File: src/rtl/hazard_ctrl.sv
// Producer side of the bypass network: tracks {opcode, rd} through X/M/W and
// stalls decode on uncovered load-use hazards and while a mul/div holds X.
module hazard_ctrl #(
    parameter int MD_CYCLES = 32
) (
    input  logic       clock,
    input  logic       reset,
    input  logic       valid_D,
    input  logic [4:0] opcode_D,
    input  logic [4:0] aluop_D,
    input  logic [4:0] rd_D,
    input  logic [4:0] rs_D,
    input  logic [4:0] rt_D,
    input  logic       rs_used_D,
    input  logic       rt_used_D,
    input  logic       flush,
    output logic       stall,
    output logic       md_busy,
    output logic [4:0] opcode_X,
    output logic [4:0] rd_X,
    output logic [4:0] opcode_M,
    output logic [4:0] rd_M,
    output logic [4:0] opcode_W,
    output logic [4:0] rd_W
);

    localparam int CNT_W = $clog2(MD_CYCLES) + 1;
    localparam logic [CNT_W-1:0] MD_RELOAD = CNT_W'(MD_CYCLES - 1);

    localparam logic [4:0] OP_R    = 5'b00000;
    localparam logic [4:0] OP_ADDI = 5'b00101;
    localparam logic [4:0] OP_LW   = 5'b01000;
    localparam logic [4:0] OP_JAL  = 5'b00011;
    localparam logic [4:0] OP_SETX = 5'b10101;
    localparam logic [4:0] ALU_MUL = 5'b00110;
    localparam logic [4:0] ALU_DIV = 5'b00111;

    logic [CNT_W-1:0] md_cnt;
    logic             busy;
    logic             is_md;
    logic             load_use;
    logic [4:0]       rd_entry;

    // NOTE: every signal gets a value on every path here, so no latch is inferred.
    always_comb begin
        rd_entry = (opcode_D inside {OP_R, OP_ADDI, OP_LW, OP_JAL, OP_SETX}) ? rd_D : 5'd0;
        is_md    = valid_D && (opcode_D == OP_R) && (aluop_D inside {ALU_MUL, ALU_DIV});
        busy     = (md_cnt != '0);
        load_use = !busy && valid_D && (opcode_X == OP_LW) && (rd_X != 5'd0) &&
                   ((rs_used_D && (rs_D == rd_X)) || (rt_used_D && (rt_D == rd_X)));
        stall    = busy || (load_use && !flush);
        md_busy  = busy;
    end

    // NOTE: state uses non-blocking assignments so every stage samples pre-edge values.
    always_ff @(posedge clock or posedge reset) begin
        if (reset) begin
            opcode_X <= '0;
            rd_X     <= '0;
            opcode_M <= '0;
            rd_M     <= '0;
            opcode_W <= '0;
            rd_W     <= '0;
            md_cnt   <= '0;
        end else if (busy) begin
            // mul/div holds X; a branch cannot be in X, so flush is irrelevant here
            opcode_M <= '0;
            rd_M     <= '0;
            opcode_W <= opcode_M;
            rd_W     <= rd_M;
            md_cnt   <= md_cnt - 1'b1;
        end else begin
            opcode_W <= opcode_M;
            rd_W     <= rd_M;
            opcode_M <= opcode_X;
            rd_M     <= rd_X;
            if (!flush && !load_use && valid_D) begin
                opcode_X <= opcode_D;
                rd_X     <= rd_entry;
                if (is_md) begin
                    md_cnt <= MD_RELOAD;
                end
            end else begin
                opcode_X <= '0;
                rd_X     <= '0;
            end
        end
    end

endmodule

File: config.mk
export PLATFORM = sky130hd
export DESIGN_NAME = hazard_ctrl
export DESIGN_NICKNAME = d
export VERILOG_FILES = /design/src/rtl/hazard_ctrl.sv
export SDC_FILE = /design/constraint.sdc
export NUM_CORES = 1
export LEC_CHECK = 0
export ABC_AREA = 0
export CAP_MARGIN = 20
export CORE_MARGIN = 2
export CORE_UTILIZATION = 30
export CTS_CLUSTER_SIZE = 25
export DETAILED_ROUTE_END_ITERATION = 10
export SETUP_SLACK_MARGIN = 0.2
export SYNTH_ARGS = -nofsm -noshare
export SYNTH_HDL_FRONTEND = slang
export SYNTH_SLANG_ARGS = --single-unit
export TNS_END_PERCENT = 50
File: constraint.sdc
create_clock -name clock -period 2 [get_ports clock]
set_input_delay 0.2 -clock clock [delete_from_list [all_inputs] [get_ports clock]]
set_output_delay 0.2 -clock clock [all_outputs]
set_load 0.02 [all_outputs]
After elaboration in Yosys (flattened, before gate mapping)
Index checks and enable logic that the tools add are counted.
{"block": "word_totals", "rom_bits": 0, "latch_bits": 0, "ramBits": 0, "regBits": 36, "elab_cells": 49, "inputBits": 31, "n_memories": 0}
{"block": "classes", "n_addsub": 1, "bitwise_logic": 0, "shift": 0, "n_reduce_logical": 24, "mux": 8, "eq_ne": 9, "magnitude_cmp": 0, "div_mod_pow": 0, "multipliers": 0}
{"operator": "5-bit 2-to-1 mux", "n": 5}
{"operator": "6-bit 2-to-1 mux", "n": 3}
{"operator": "5-bit by 3-bit == test with 1-bit output (second input constant)", "n": 3}
{"operator": "1-bit logical AND", "n": 11}
{"operator": "5-bit by 4-bit == test with 1-bit output (second input constant)", "n": 2}
{"operator": "5-bit == test", "n": 2}
{"operator": "5-bit nonzero test", "n": 2}
{"operator": "2-bit nonzero test", "n": 3}
{"operator": "6-bit nonzero test", "n": 1}
{"operator": "6-bit by 1-bit subtractor with 6-bit output (second input constant)", "n": 1}
{"operator": "5-bit by 2-bit == test with 1-bit output (second input constant)", "n": 1}
{"operator": "5-bit == test (second input constant)", "n": 1}
{"operator": "5-bit zero test", "n": 1}
{"operator": "1-bit zero test", "n": 3}
{"operator": "1-bit logical OR", "n": 2}
{"operator": "2-bit AND reduction", "n": 1}

Depth between registers and ports, before layout
{"block": "logic_depth", "word_depth": 11, "depth_mapped": 8, "depth_no_buf": 7}

Worst setup path after synthesis
No wires, ideal clock.
{"block": "synth_timing", "path_type": "reg-to-output", "from": "register md_cnt[0]", "to": "output port stall", "stages_incl_launch_ff": 8, "setup_slack_ns": -0.031, "arrival_ns": 1.831, "t_required_ns": 1.800, "path_cell_list": "dfrtp_1 > inv_1 > ha_1 > and3b_1 > clkbuf_1 > o2111a_1 > nand2_1 > o21ai_0"}
{"block": "synth_between", "elab_chain_cells": 8}
{"item": "from (decl)", "line": "38", "rtl": "logic [CNT_W-1:0] md_cnt;"}
{"item": "from (signal assigned)", "line": "71", "rtl": "md_cnt <= md_cnt - 1'b1;"}
{"item": "6-bit nonzero test (*)", "line": "48", "rtl": "busy = (md_cnt != '0);"}
{"item": "1-bit zero test", "line": "49", "rtl": "load_use = !busy && valid_D && (opcode_X == OP_LW) && (rd_X != 5'd0) &&"}
{"item": "1-bit logical AND (4 in series)", "line": "49"}
{"item": "1-bit logical AND", "line": "51", "rtl": "stall = busy || (load_use && !flush);"}
{"item": "1-bit logical OR (*)", "line": "51"}
{"item": "to (decl)", "line": "17", "rtl": "output logic stall,"}
Every way passes the cells marked *; elsewhere a longest branch is shown, timed or not.

Final worst setup path
{"block": "layout_timing", "from": "register rd_X[1]", "to": "output port stall"}
{"block": "layout_between", "elab_chain_cells": 6}
{"item": "from (decl)", "line": "20", "rtl": "output logic [4:0] rd_X,"}
{"item": "from (signal assigned)", "line": "79", "rtl": "rd_X <= rd_entry;"}
{"item": "5-bit == test", "line": "50", "rtl": "((rs_used_D && (rs_D == rd_X)) || (rt_used_D && (rt_D == rd_X)));"}
{"item": "1-bit logical AND", "line": "50"}
{"item": "1-bit logical OR", "line": "50"}
{"item": "1-bit logical AND (*)", "line": "49"}
{"item": "1-bit logical AND (*)", "line": "51"}
{"item": "1-bit logical OR (*)", "line": "51"}
Marks and branches as above.

==> reports/metrics.csv <==
stage;metric;value;unit
synthesis;post-synthesis net count;154;
clock_network;Clock Path Buffers;2;
clock_network;CTS H-Tree Depth;2;
clock_network;Worst-path clk slew;70;ps
timing;Final Critical Period;1990;ps
synthesis;mux contribution to synthesized area;0;%
synthesis;number of synthesis warnings;0;
placement;Post-DP HPWL;3180;µm
run;maximum capacitance violations;0;
worst_setup_path;Worst path max stage delay;520;ps
power;peak supply drop;0.391;mV
power;Total Power;2.69;mW
global_route;GR Overflow Total;0;
cells_and_area;NumNets Final;259;
floorplanning;Starting Density;31.6;%
worst_setup_path;CP Cell Sequence;or4_1, o2111a_1, nand2_2, o21ai_2, buf_6;
detailed_routing;DRT Pass-1 Iters;4;
power;PwrDens;1000;nW/µm²
floorplanning;Die X;75.2;µm
synthesis;Mapped Area;1520;µm²
timing;Hold Violations, Final;0;
worst_setup_path;Worst setup EP type;output port;
synthesis;Netlist cell types;34;
worst_setup_path;CP max FO;5;
global_route;vias in the first global route;1386;
timing;Worst-Margin Slew;446;ps
worst_setup_path;Crit. path cell count;5;
hold_path;class of the worst hold path;in2async;
clock_network;clk sinks;36;
detailed_routing;post-DR vias/cell;4.75;
worst_setup_path;Reg2Reg Depth;6;
worst_setup_path;Worst path slowest cell;or4_1;
worst_setup_path;crit path DAT;1790;ps
detailed_routing;initial DRC count;26;
timing;RSZ-0062 raised after global routing;yes;
global_route;largest net degree at the start of global routing;37;
synthesis;synthesized area per cell;12.6;µm²
detailed_routing;vias;1392;
placement;area post-placement;2440;µm²
cells_and_area;layout cell share with drive strength beyond 1;31.9;%
synthesis;Synth Area in Adders;1.64;%
synthesis;largest family of logic cells by synthesized area;compound AO/OA/AOI/OAI gates;
detailed_routing;DRT Wirelength;4320;µm
synthesis;Compound-Gate Fraction of Synth Area;14.3;%
placement;IO buf count;61;
worst_setup_path;WS Path Type;reg2out;
placement;routability cong.;0.803;
floorplanning;core footprint;4820;µm²
global_route;gr usage total;16.1;%
floorplanning;# IOs;63;
cells_and_area;synth-to-layout area growth;76.0;%
clock_network;CTS Hold Bufs;0;
synthesis;Post-Synth Simple-Gate Area;13.8;%
global_route;initial antenna violation count;0;
synthesis;XOR/XNOR share of the synthesized area;8.06;%
clock_network;Skew-Pair Late Insertion Delay;280;ps
detailed_routing;DRC viols;0;
worst_setup_path;startpoint types;flip-flop;
synthesis;Seq/Total Area, Yosys;59.2;%
worst_setup_path;worst path bufs/invs;1;
floorplanning;die area;5660;µm²
floorplanning;row count;25;
timing;number of setup violations in the final report;0;
timing;Layout Skew;3.72;ps
detailed_routing;ANT nets after route;0;
floorplanning;Die Ht;75.2;µm
clock_network;cts bufs inserted;5;
power;Pleak;1.22;nW
timing;Rel. slew slack;70.3;%
global_route;first-pass GRT wire length;6640;µm
synthesis;flops & latches, synth;36;
cells_and_area;Layout fillers;435;
timing;max frequency;502;MHz
detailed_routing;Wirelength per Cell;14.7;µm
cells_and_area;n_diodes;0;
worst_setup_path;delay-heaviest family, CP;simple AND/OR/NAND/NOR gates;
synthesis;Mapped Cells;121;
timing;fin. max-slew vios;0;
status;status;completed;
cells_and_area;post-route cell area;2680;µm²
timing;Final period util;99.6;%
clock_network;Root Buffer;clkbuf_8;
clock_network;TritonCTS clock tree;built;
worst_setup_path;Worst EP required;1800;ps
## kinds of logic (layout without fill, tap and decap cells)
family                   count (synthesis)  in the layout
adder cells (fa/ha/maj)                  2              2
XOR/XNOR                                14             14
flip-flops                              36             36
AND/OR/NAND/NOR                         34             34
AO/OA/AOI/OAI                           25             25
buffers and inverters                   10            115
## stage by stage
| stage | setup slack [ps] | util (%) | hold slack [ps] | cells | TNS, ps |
|---|---|---|---|---|---|
| 2_1_floorplan | 183 | - | 333 | 121 | 0 |
| 3_5_place_dp | -353 | 50.6 | 363 | 277 | -2670 |
| 4_1_cts | -7.36 | 54.1 | 334 | 289 | -7.36 |
| 5_1_grt | -37.3 | 55.6 | 370 | 293 | -37.3 |
| 3_3_place_gp | -314 | 50.6 | 358 | 277 | -2280 |
| 6_report | 8.80 | 55.6 | 326 | 293 | 0 |
## layout make-up
class / instances / area, µm² / share of cell area, %
clock buffer: 7 / 96.3 / 3.60
tap: 67 / 83.8 / 3.13
sequential: 36 / 903 / 33.7
multi-input combinational: 75 / 632 / 23.6
inverter: 6 / 26.3 / 0.981
timing repair buffer: 102 / 936 / 35.0
## registers in the layout (all words and copies together), names as in the netlist
register and flops:
rd_W 5, rd_M 5, md_cnt 6, opcode_M 5, opcode_W 5, opcode_X 5, rd_X 5
## power breakdown
part / total, mW / leakage, nW / switching [mW] / internal, mW
Combinational: 1.18 / 0.684 / 0.493 / 0.684
Sequential: 0.965 / 0.485 / 0.0999 / 0.865
Clock: 0.546 / 0.0503 / 0.240 / 0.306
Total: 2.69 / 1.22 / 0.833 / 1.86
## cell usage after synthesis
cell type / instances / area [µm²]
dfrtp_1: 36 / 901
xnor2_1: 12 / 105
and2_1: 10 / 62.6
a22o_1: 5 / 43.8
a32o_1: 5 / 50.1
inv_1: 5 / 18.8
nand2_1: 5 / 18.8
nor2_1: 4 / 15.0
nor3_1: 4 / 20.0
a22o_2: 3 / 30.0
clkbuf_1: 3 / 11.3
a21oi_1: 2 / 10.0
ha_1: 2 / 25.0
nand3_1: 2 / 10.0
nand4_1: 2 / 12.5
o21ai_0: 2 / 10.0
xor2_1: 2 / 17.5
a211oi_1: 1 / 7.51
a211oi_2: 1 / 12.5
a21o_1: 1 / 7.51
a21oi_2: 1 / 8.76
a31o_1: 1 / 8.76
a41o_2: 1 / 11.3
and3b_1: 1 / 8.76
buf_6: 1 / 11.3
clkinv_1: 1 / 3.75
nand2b_1: 1 / 6.26
nand3b_1: 1 / 7.51
nor4_4: 1 / 21.3
nor4b_1: 1 / 8.76
o2111a_1: 1 / 11.3
o22ai_1: 1 / 6.26
or4_1: 1 / 7.51
or4_4: 1 / 11.3
## worst register-to-register path, delay by kind of cell (launching register included)
family | cells | cell delay [ps]
AND/OR/NAND/NOR | 1 | 520
buffers and inverters | 2 | 310
AO/OA/AOI/OAI | 3 | 570
flip-flops | 1 | 450
## placed cells by master (no fill, tap or decap), drive strengths merged, types with 5 or more instances in the layout
cell           netlist  routed
nand2                5       5
a32o                 5       5
buf                  1      43
xnor2               12      12
clkbuf               3       7
and2                10      10
clkdlybuf4s50        0      59
inv                  5       5
a22o                 8       8
dfrtp               36      36
## worst paths after layout
kind	from	to	slack, ps
worst max-delay path	rd_X[1]$_DFFE_PP0N_	stall	9
max in group asynchronous	reset	rd_X[1]$_DFFE_PP0N_	1340
worst max register to register	rd_X[1]$_DFFE_PP0N_	rd_X[2]$_DFFE_PP0N_	90
min in group clock	opcode_M[3]$_DFF_PP0_	opcode_W[3]$_DFF_PP0_	370
worst min register to register	opcode_M[3]$_DFF_PP0_	opcode_W[3]$_DFF_PP0_	370
worst min-delay path	reset	opcode_W[0]$_DFF_PP0_	330
## per-layer routing
metal | part of all wire (%) | wire [µm] | track usage, %
met3 | 6.6 | 285 | 5.22
met2 | 53 | 2280 | 27.5
met5 | 0 | 0 | 0
met4 | 1.9 | 83 | 7.41
met1 | 39 | 1670 | 18.4
## timing repair
| action | in CTS | in global routing |
|---|---|---|
| pin swaps | 6 | 7 |
| gates resized for setup | 16 | 12 |
| endpoints found under the hold margin | 0 | 0 |
| setup buffers | 5 | 4 |
| setup endpoints to repair | 16 | 17 |
No activity file was read; power rests on OpenSTA's default activity.
